## config.mk

```make
export PLATFORM = sky130hd
export DESIGN_NAME = track_timer
export DESIGN_NICKNAME = d
export VERILOG_FILES = /design/src/rtl/timer_pkg.sv /design/src/rtl/sec_to_bcd.sv /design/src/rtl/track_timer.sv
export SDC_FILE = /design/constraint.sdc
export NUM_CORES = 1
export LEC_CHECK = 0
export BUFFER_PORTS_ARGS = -buffer_cell sky130_fd_sc_hd__buf_2
export CAP_MARGIN = 25
export CORE_MARGIN = 5
export CORE_UTILIZATION = 25
export DETAILED_ROUTE_END_ITERATION = 8
export GPL_TIMING_DRIVEN = 1
export PLACE_DENSITY = 0.45
export REMOVE_ABC_BUFFERS = 1
export SLEW_MARGIN = 20
export SYNTH_ARGS = -nofsm -noshare
export SYNTH_HDL_FRONTEND = slang
export SYNTH_SLANG_ARGS = --single-unit
```

## constraint.sdc

```tcl
create_clock -name clk -period 6.1 [get_ports clk]
set_input_delay 1.22 -clock clk [delete_from_list [all_inputs] [get_ports clk]]
set_output_delay 1.22 -clock clk [all_outputs]
set_load 0.05 [all_outputs]
```

## src/rtl/timer_pkg.sv

```systemverilog
// Shared constants and sizing helpers for the playback timer and its BCD display path.
package timer_pkg;

    localparam int unsigned BCD_W = 4;

    function automatic int unsigned calc_max_sec(input int unsigned min_digits);
        int unsigned p;
        p = 1;
        for (int unsigned i = 0; i < min_digits; i++) begin
            p = p * 10;
        end
        return 60 * p - 1;
    endfunction

    function automatic int unsigned calc_sec_w(input int unsigned min_digits);
        return $clog2(calc_max_sec(min_digits) + 1);
    endfunction

endpackage

```

## src/rtl/sec_to_bcd.sv

```systemverilog
// Combinational binary-seconds to m..m:ss BCD converter for the 7-segment driver.
module sec_to_bcd
    import timer_pkg::*;
#(
    parameter  int unsigned MIN_DIGITS = 2,
    localparam int unsigned SEC_W      = calc_sec_w(MIN_DIGITS)
) (
    input  logic [SEC_W-1:0]            i_sec,
    output logic [BCD_W-1:0]            o_seconds0,
    output logic [BCD_W-1:0]            o_seconds1,
    output logic [BCD_W*MIN_DIGITS-1:0] o_minutes
);

    logic [SEC_W-1:0] w_min;
    logic [SEC_W-1:0] w_sec;
    logic [SEC_W-1:0] w_rem;

    always_comb begin
        w_min      = i_sec / SEC_W'(60);
        w_sec      = i_sec % SEC_W'(60);
        o_seconds0 = BCD_W'(w_sec % SEC_W'(10));
        o_seconds1 = BCD_W'(w_sec / SEC_W'(10));
        o_minutes  = '0;
        w_rem      = w_min;
        // Peel minute digits off least-significant first.
        for (int unsigned i = 0; i < MIN_DIGITS; i++) begin
            o_minutes[i*BCD_W +: BCD_W] = BCD_W'(w_rem % SEC_W'(10));
            w_rem = w_rem / SEC_W'(10);
        end
    end

endmodule

```

## src/rtl/track_timer.sv

```systemverilog
// Playback-position timer: signed step per prescaled tick, clamped to [0, track length],
// with seek load, end-of-track flags and BCD digit outputs.
module track_timer
    import timer_pkg::*;
#(
    parameter  int unsigned MIN_DIGITS = 2,
    parameter  int unsigned TICK_DIV   = 1,
    parameter  int unsigned STEP_W     = 9,
    localparam int unsigned SEC_W      = calc_sec_w(MIN_DIGITS)
) (
    input  logic                        clk,
    input  logic                        reset,
    input  logic                        count,
    input  logic signed [STEP_W-1:0]    adder,
    input  logic                        load,
    input  logic [SEC_W-1:0]            load_sec,
    input  logic [SEC_W-1:0]            limit_sec,
    output logic [BCD_W-1:0]            seconds0,
    output logic [BCD_W-1:0]            seconds1,
    output logic [BCD_W*MIN_DIGITS-1:0] minutes,
    output logic                        at_zero,
    output logic                        at_limit,
    output logic                        done,
    output logic                        rewound
);

    localparam int unsigned MAX_SEC = calc_max_sec(MIN_DIGITS);
    localparam int unsigned EXT_W   = ((SEC_W > STEP_W) ? SEC_W : STEP_W) + 2;
    localparam int unsigned PRE_W   = (TICK_DIV > 1) ? $clog2(TICK_DIV) : 1;

    logic [SEC_W-1:0]        r_pos;
    logic [PRE_W-1:0]        r_pre;
    logic                    r_prev_zero;
    logic                    r_prev_limit;
    logic                    r_done;
    logic                    r_rewound;

    logic [SEC_W-1:0]        w_lim;
    logic [SEC_W-1:0]        w_load_pos;
    logic                    w_tick;
    logic signed [EXT_W-1:0] w_pos_ext;
    logic signed [EXT_W-1:0] w_add_ext;
    logic signed [EXT_W-1:0] w_lim_ext;
    logic signed [EXT_W-1:0] w_sum;
    logic [SEC_W-1:0]        w_step_pos;
    logic                    w_at_zero;
    logic                    w_at_limit;

    assign w_lim      = (limit_sec > SEC_W'(MAX_SEC)) ? SEC_W'(MAX_SEC) : limit_sec;
    assign w_load_pos = (load_sec > w_lim) ? w_lim : load_sec;
    assign w_tick     = count && (r_pre == PRE_W'(TICK_DIV - 1));

    assign w_pos_ext  = $signed({{(EXT_W-SEC_W){1'b0}}, r_pos});
    assign w_add_ext  = $signed({{(EXT_W-STEP_W){adder[STEP_W-1]}}, adder});
    assign w_lim_ext  = $signed({{(EXT_W-SEC_W){1'b0}}, w_lim});
    assign w_sum      = w_pos_ext + w_add_ext;

    // Saturate the stepped position into [0, lim]; no wrap-around.
    always_comb begin
        w_step_pos = r_pos;
        if (w_sum[EXT_W-1]) begin
            w_step_pos = '0;
        end else if (w_sum > w_lim_ext) begin
            w_step_pos = w_lim;
        end else begin
            w_step_pos = w_sum[SEC_W-1:0];
        end
    end

    assign w_at_zero  = (r_pos == '0);
    assign w_at_limit = (r_pos == w_lim);

    // History regs reset high: at_limit can only be high at reset when lim==0, so no pulse either way.
    always_ff @(posedge clk or negedge reset) begin
        if (!reset) begin
            r_pos        <= '0;
            r_pre        <= '0;
            r_prev_zero  <= 1'b1;
            r_prev_limit <= 1'b1;
            r_done       <= 1'b0;
            r_rewound    <= 1'b0;
        end else begin
            if (load) begin
                r_pos <= w_load_pos;
                r_pre <= '0;
            end else if (count) begin
                r_pre <= w_tick ? '0 : r_pre + PRE_W'(1);
                if (w_tick) begin
                    r_pos <= w_step_pos;
                end
            end
            r_prev_zero  <= w_at_zero;
            r_prev_limit <= w_at_limit;
            r_done       <= w_at_limit && !r_prev_limit;
            r_rewound    <= w_at_zero && !r_prev_zero;
        end
    end

    assign at_zero  = w_at_zero;
    assign at_limit = w_at_limit;
    assign done     = r_done;
    assign rewound  = r_rewound;

    sec_to_bcd #(
        .MIN_DIGITS (MIN_DIGITS)
    ) u_sec_to_bcd (
        .i_sec      (r_pos),
        .o_seconds0 (seconds0),
        .o_seconds1 (seconds1),
        .o_minutes  (minutes)
    );

endmodule

```

-- Word level (Yosys, flattened, before mapping)
Index checks and enable logic that the tools add are counted.
- flip-flop bits (word level): 18
- output and inout port bits: 20
- input port bits: 39
- bitwise gates (word level): 1
- add/subtract/negate cells: 2
- divide/modulo/power cells: 7
- equal/unequal tests: 1
- muxes and demuxes: 10
- $lt $le $gt $ge: 3
- reductions and logical operators: 9
- operator list (operator ; count):
    13-bit two-way mux ; 7
    13-bit by 4-bit remainder unit with 13-bit output (second input constant) ; 3
    13-bit by 4-bit divider with 13-bit output (second input constant) ; 2
    14-bit by 9-bit adder with 15-bit output ; 1
    15-bit by 14-bit > comparator with 1-bit output ; 1
    13-bit by 6-bit divider with 13-bit output (second input constant) ; 1
    13-bit == test ; 1
    13-bit > comparator ; 1
    13-bit > comparator (second input constant) ; 1
    13-bit zero test ; 1
    13-bit by 6-bit remainder unit with 13-bit output (second input constant) ; 1
    2-bit nonzero test ; 2
    1-bit logical AND ; 3
    1-bit two-way mux ; 3
    1-bit zero test ; 2
    2-bit AND reduction ; 1
    1-bit adder (second input constant) ; 1
    1-bit inverter ; 1

-- Depth between registers and ports, before layout
- word-level depth: 8
- mapped depth: 25

-- By module
Synthesis repeated with hierarchy kept, for this count alone.
- cells, all modules: 685
- area, all modules: 5013.6 µm²
- by module, submodules not included (module ; area an instance (µm²) ; seq. area each (µm²) ; instances ; cells an instance):
    track_timer ; 2910.3 ; 452.9 ; 1 ; 372
    sec_to_bcd ; 2103.3 ; 0.0 ; 1 ; 313

-- Worst setup path before layout
No wires, ideal clock.
- path type: reg2out
- start: register r_pos[8]
- end: output seconds0[2]
- cell stages (with the launch flop): 24
- required time: 4880 ps
- arrival: 5354 ps
- slack: -474 ps
- cell sequence: dfrtp_1 > buf_6 > a31oi_1 > nor4b_2 > or2_4 > o2111a_1 > buf_4 > and2_1 > or4_1 > a31o_1 > buf_2 > or2_0 > o2111ai_1 > nor4bb_1 > buf_2 > nor2_1 > a31o_2 > a21oi_1 > ha_1 > a21o_1 > nor2_1 > o21ai_0 > a221oi_1 > o21ai_0
- word-level cells in the longest chain between the ends: 2
- RTL lines (element ; line ; RTL):
    start, declared ; track_timer.sv:31 ; logic [SEC_W-1:0] r_pos;
    start signal, assigned ; track_timer.sv:84 ; r_pos <= w_load_pos;
    start signal, assigned ; track_timer.sv:89 ; r_pos <= w_step_pos;
    13-bit by 6-bit remainder unit with 13-bit output ; sec_to_bcd.sv:20 ; w_sec = i_sec % SEC_W'(60);
    13-bit by 4-bit remainder unit with 13-bit output ; sec_to_bcd.sv:21 ; o_seconds0 = BCD_W'(w_sec % SEC_W'(10));
    end, declared ; track_timer.sv:18 ; output logic [BCD_W-1:0] seconds0,
No other way between the ends.

-- Worst setup path in the final report
- start: register r_pos[8]
- end: output seconds0[1]
Same word-level chain as after synthesis.

==> key figures <==
Min path
  • Hold depth: 1
  • Hold Path Sink: rewound
  • Worst hold path type: flip-flop to flip-flop
  • Hold Path Origin: r_prev_zero

Floorplanning
  • Row count: 49
  • Core area: 18000 um^2
  • Starting Density: 25.4%
  • Die X: 145 um
  • Die height: 145 um
  • Die footprint: 21100 um^2
  • Number of I/O pins: 59

Placement
  • Global placer's final weighted congestion: 0.842
  • DP Worst Slack: -150 ps
  • Cell Count Post-Placement: 948
  • Port bufs: 57
  • DP HPWL: 12300 um

Setup path
  • Required @ worst endpoint: 4880 ps
  • Worst Path Arrival: 5020 ps
  • Critical Path Fanout Max: 8
  • FF-to-FF Start: r_pos[0]
  • Element type at the critical path end: primary output
  • Reg2Reg Setup Slack: 990 ps
  • Worst r2r dst: r_pos[2]
  • Crit Path Category: flip-flop to primary output
  • CP Launch Type: flip-flop
  • R2R depth: 22

Run status
  • Run status: complete, but fails checks
  • Failing checks: negative setup slack

Clocking
  • Hold_buf cts: 0
  • H-tree levels: 1
  • Clock Path Buffers: 2
  • Worst-Skew Late Latency: 260 ps
  • Clock net sink count: 18
  • Clk root buf: clkbuf_16
  • Clk pin slew, worst setup/hold paths: 60 ps
  • CTS Buf Count: 3
  • TritonCTS clock tree: yes

Logic synthesis
  • Synth top area share: 13.7%
  • Synth Area in Compound Gates: 30.7%
  • Most frequent cell after synthesis: ha_1
  • Unique masters post-synth: 82
  • XOR/XNOR Fraction of Synth Area: 7.90%
  • Post-Synthesis Cells: 609
  • Synth Area in Simple Gates: 20.4%
  • Post-Syn Area: 4580 um^2
  • Commonest cells post-synth: 50 x ha_1, 47 x a21oi_1, 47 x nor2_1, 42 x inv_1, 39 x o21ai_0
  • Post-synth EDFFs: 0
  • YS warnings: 0
  • Post-synth ARST share: 100%
  • Synth Area in Adders: 14.8%
  • Yosys top cell by area: ha_1
  • Commonest register cell after synthesis: dfrtp_1
  • Avg Inst Size Synth: 7.52 um^2
  • #FFs+latches synth: 18
  • Multiplexer area fraction after synthesis: 8.50%
  • Synth area leaders: ha_1 14%, dfrtp_1 8.7%, xnor2_1 5.2%
  • Sequential fraction of the synthesis area: 9.89%
  • Main combinational cell family by area after synthesis: compound AO/OA/AOI/OAI gates

STA
  • Max Freq: 0.160 GHz
  • RSZ-0062 raised after global routing: true
  • Final period util: 102%
  • Worst slew pin tran: 592 ps
  • Fin. Hold Viols: 0
  • Slew headroom: 60.2%
  • Setup TNS: -346 ps
  • Clock skew: 7.30 ps
  • Minimum clock period: 6240 ps
  • # setup viols final: 5
  • Pins Over Slew Limit: 0
  • PnR worst setup slack: -139 ps

Route
  • Top Metal Used: met4
  • Routed length on met2: 7540 um
  • Wirelength per Cell: 15.8 um
  • Met3 WL post-DR: 544 um
  • Total Wirelength: 15400 um
  • Pre-Repair DR Iteration Count: 5
  • ANT nets after route: 0
  • Via count: 4956
  • Drt first-iter violations: 316
  • Drt via density: 5.10
  • Metal1 wirelength: 7200 um
  • DR DRC count: 0

Cells and area
  • ANT cells: 0
  • Fin cells: 972
  • Fin nets: 834
  • Number of fillers in the final layout: 1925
  • Layout cells sized above 1: 36.2%
  • Fin util: 34.7%
  • Area delta synth->final: 36.6%

Global route
  • Total grt overflow: 0
  • All-Layer GR Usage: 14.0%
  • First-pass GRT wire length: 25400 um
  • Vias in the first global route: 5075
  • Largest net degree at the start of global routing: 19
  • Initial antenna violation count: 0

Flow run
  • Number of max-capacitance violations reported: 0
==> cell families after synthesis <==
| logic type | count (synthesis) |
|---|---|
| other cells | 1 |
| buf+inv | 76 |
| mux | 35 |
| compound gates | 207 |
| simple gates | 180 |
| flops | 18 |
| xor+xnor | 38 |
| fa+ha+maj | 54 |
==> cells in the final DEF (no fill, tap or decap), types with 7 or more instances in the layout <==
cell / instances
a21o_1: 12
nand4_1: 12
a22oi_1: 9
mux2_2: 17
nor3_1: 16
o21ai_0: 35
buf_4: 103
ha_1: 49
dfrtp_1: 10
buf_2: 49
nor2b_1: 12
a21oi_1: 41
inv_1: 42
o211ai_1: 9
o21a_1: 14
xnor2_1: 25
xor2_1: 8
or2_2: 9
nand2b_1: 7
buf_6: 7
nand2_1: 34
nand3_1: 7
mux2i_1: 14
nor2_1: 44
==> metrics by stage <==
stage,instance area [um^2],hold slack (ps)
floorplan,4390,464
global placement,5630,469
detailed placement,5630,475
CTS,6130,489
global route,6260,507
finish,6260,487
==> layout make-up <==
class                      count  area (um^2)  area share (%)
clock buffer                   4         88.8            1.42
inverter                      42          158            2.52
sequential                    18          460            7.36
tap                          229          287            4.58
timing repair buffer         163         1160            18.5
multi-input combinational    516         4110            65.6
==> state kept, by name (all words and copies together), names as in the netlist <==
| signal | flops |
|---|---|
| done | 1 |
| r_prev_limit | 1 |
| r_pre | 1 |
| rewound | 1 |
| r_prev_zero | 1 |
| r_pos | 13 |
==> worst max-delay path by stage <==
| stage | start | end | slack [ps] |
|---|---|---|---|
| final | r_pos[8] | seconds0[1] | -140 |
| after global routing | r_pos[8] | seconds0[1] | -390 |
| after CTS | r_pos[8] | seconds0[1] | -110 |
| after detailed placement | r_pos[8] | seconds0[1] | -150 |
| after global placement | r_pos[8] | seconds0[1] | -70 |
| after floorplan | r_pos[11] | seconds0[2] | -1570 |
==> routing by layer <==
layer / track usage (%) / vias up
li1: - / 2522
met1: 18.8 / 2330
met2: 24.9 / 92
met3: 1.71 / 12
met4: 1.26 / 0
met5: 0 / -
==> critical path: stages (launching register included) <==
cell      delay [ps]
dfrtp_2          490
buf_6            170
and2_1           170
buf_4            150
o21ai_4          160
o21a_4           200
xnor3_1          340
a21o_1           180
or3_4            370
mux2i_4          300
xnor2_1          160
o22ai_1          130
nor4bb_4         320
nor2_1            90
a31o_2           260
a21oi_2          130
ha_2             190
a21o_1           130
nor3_1            60
mux2_4           280
a21oi_4          120
xnor2_1          120
buf_4            220
==> timing repair <==
item | CTS | global route
gates resized for setup | 63 | 25
pin swaps | 26 | 11
endpoints found under the setup margin | 11 | 12
cloned | 1 | 0
endpoints found under the hold margin | 0 | 0
buffers inserted | 16 | 3
Power is left out: the tool's default activity adds up to more than one toggle a clock period on the data nets, which glitch-free logic cannot reach.
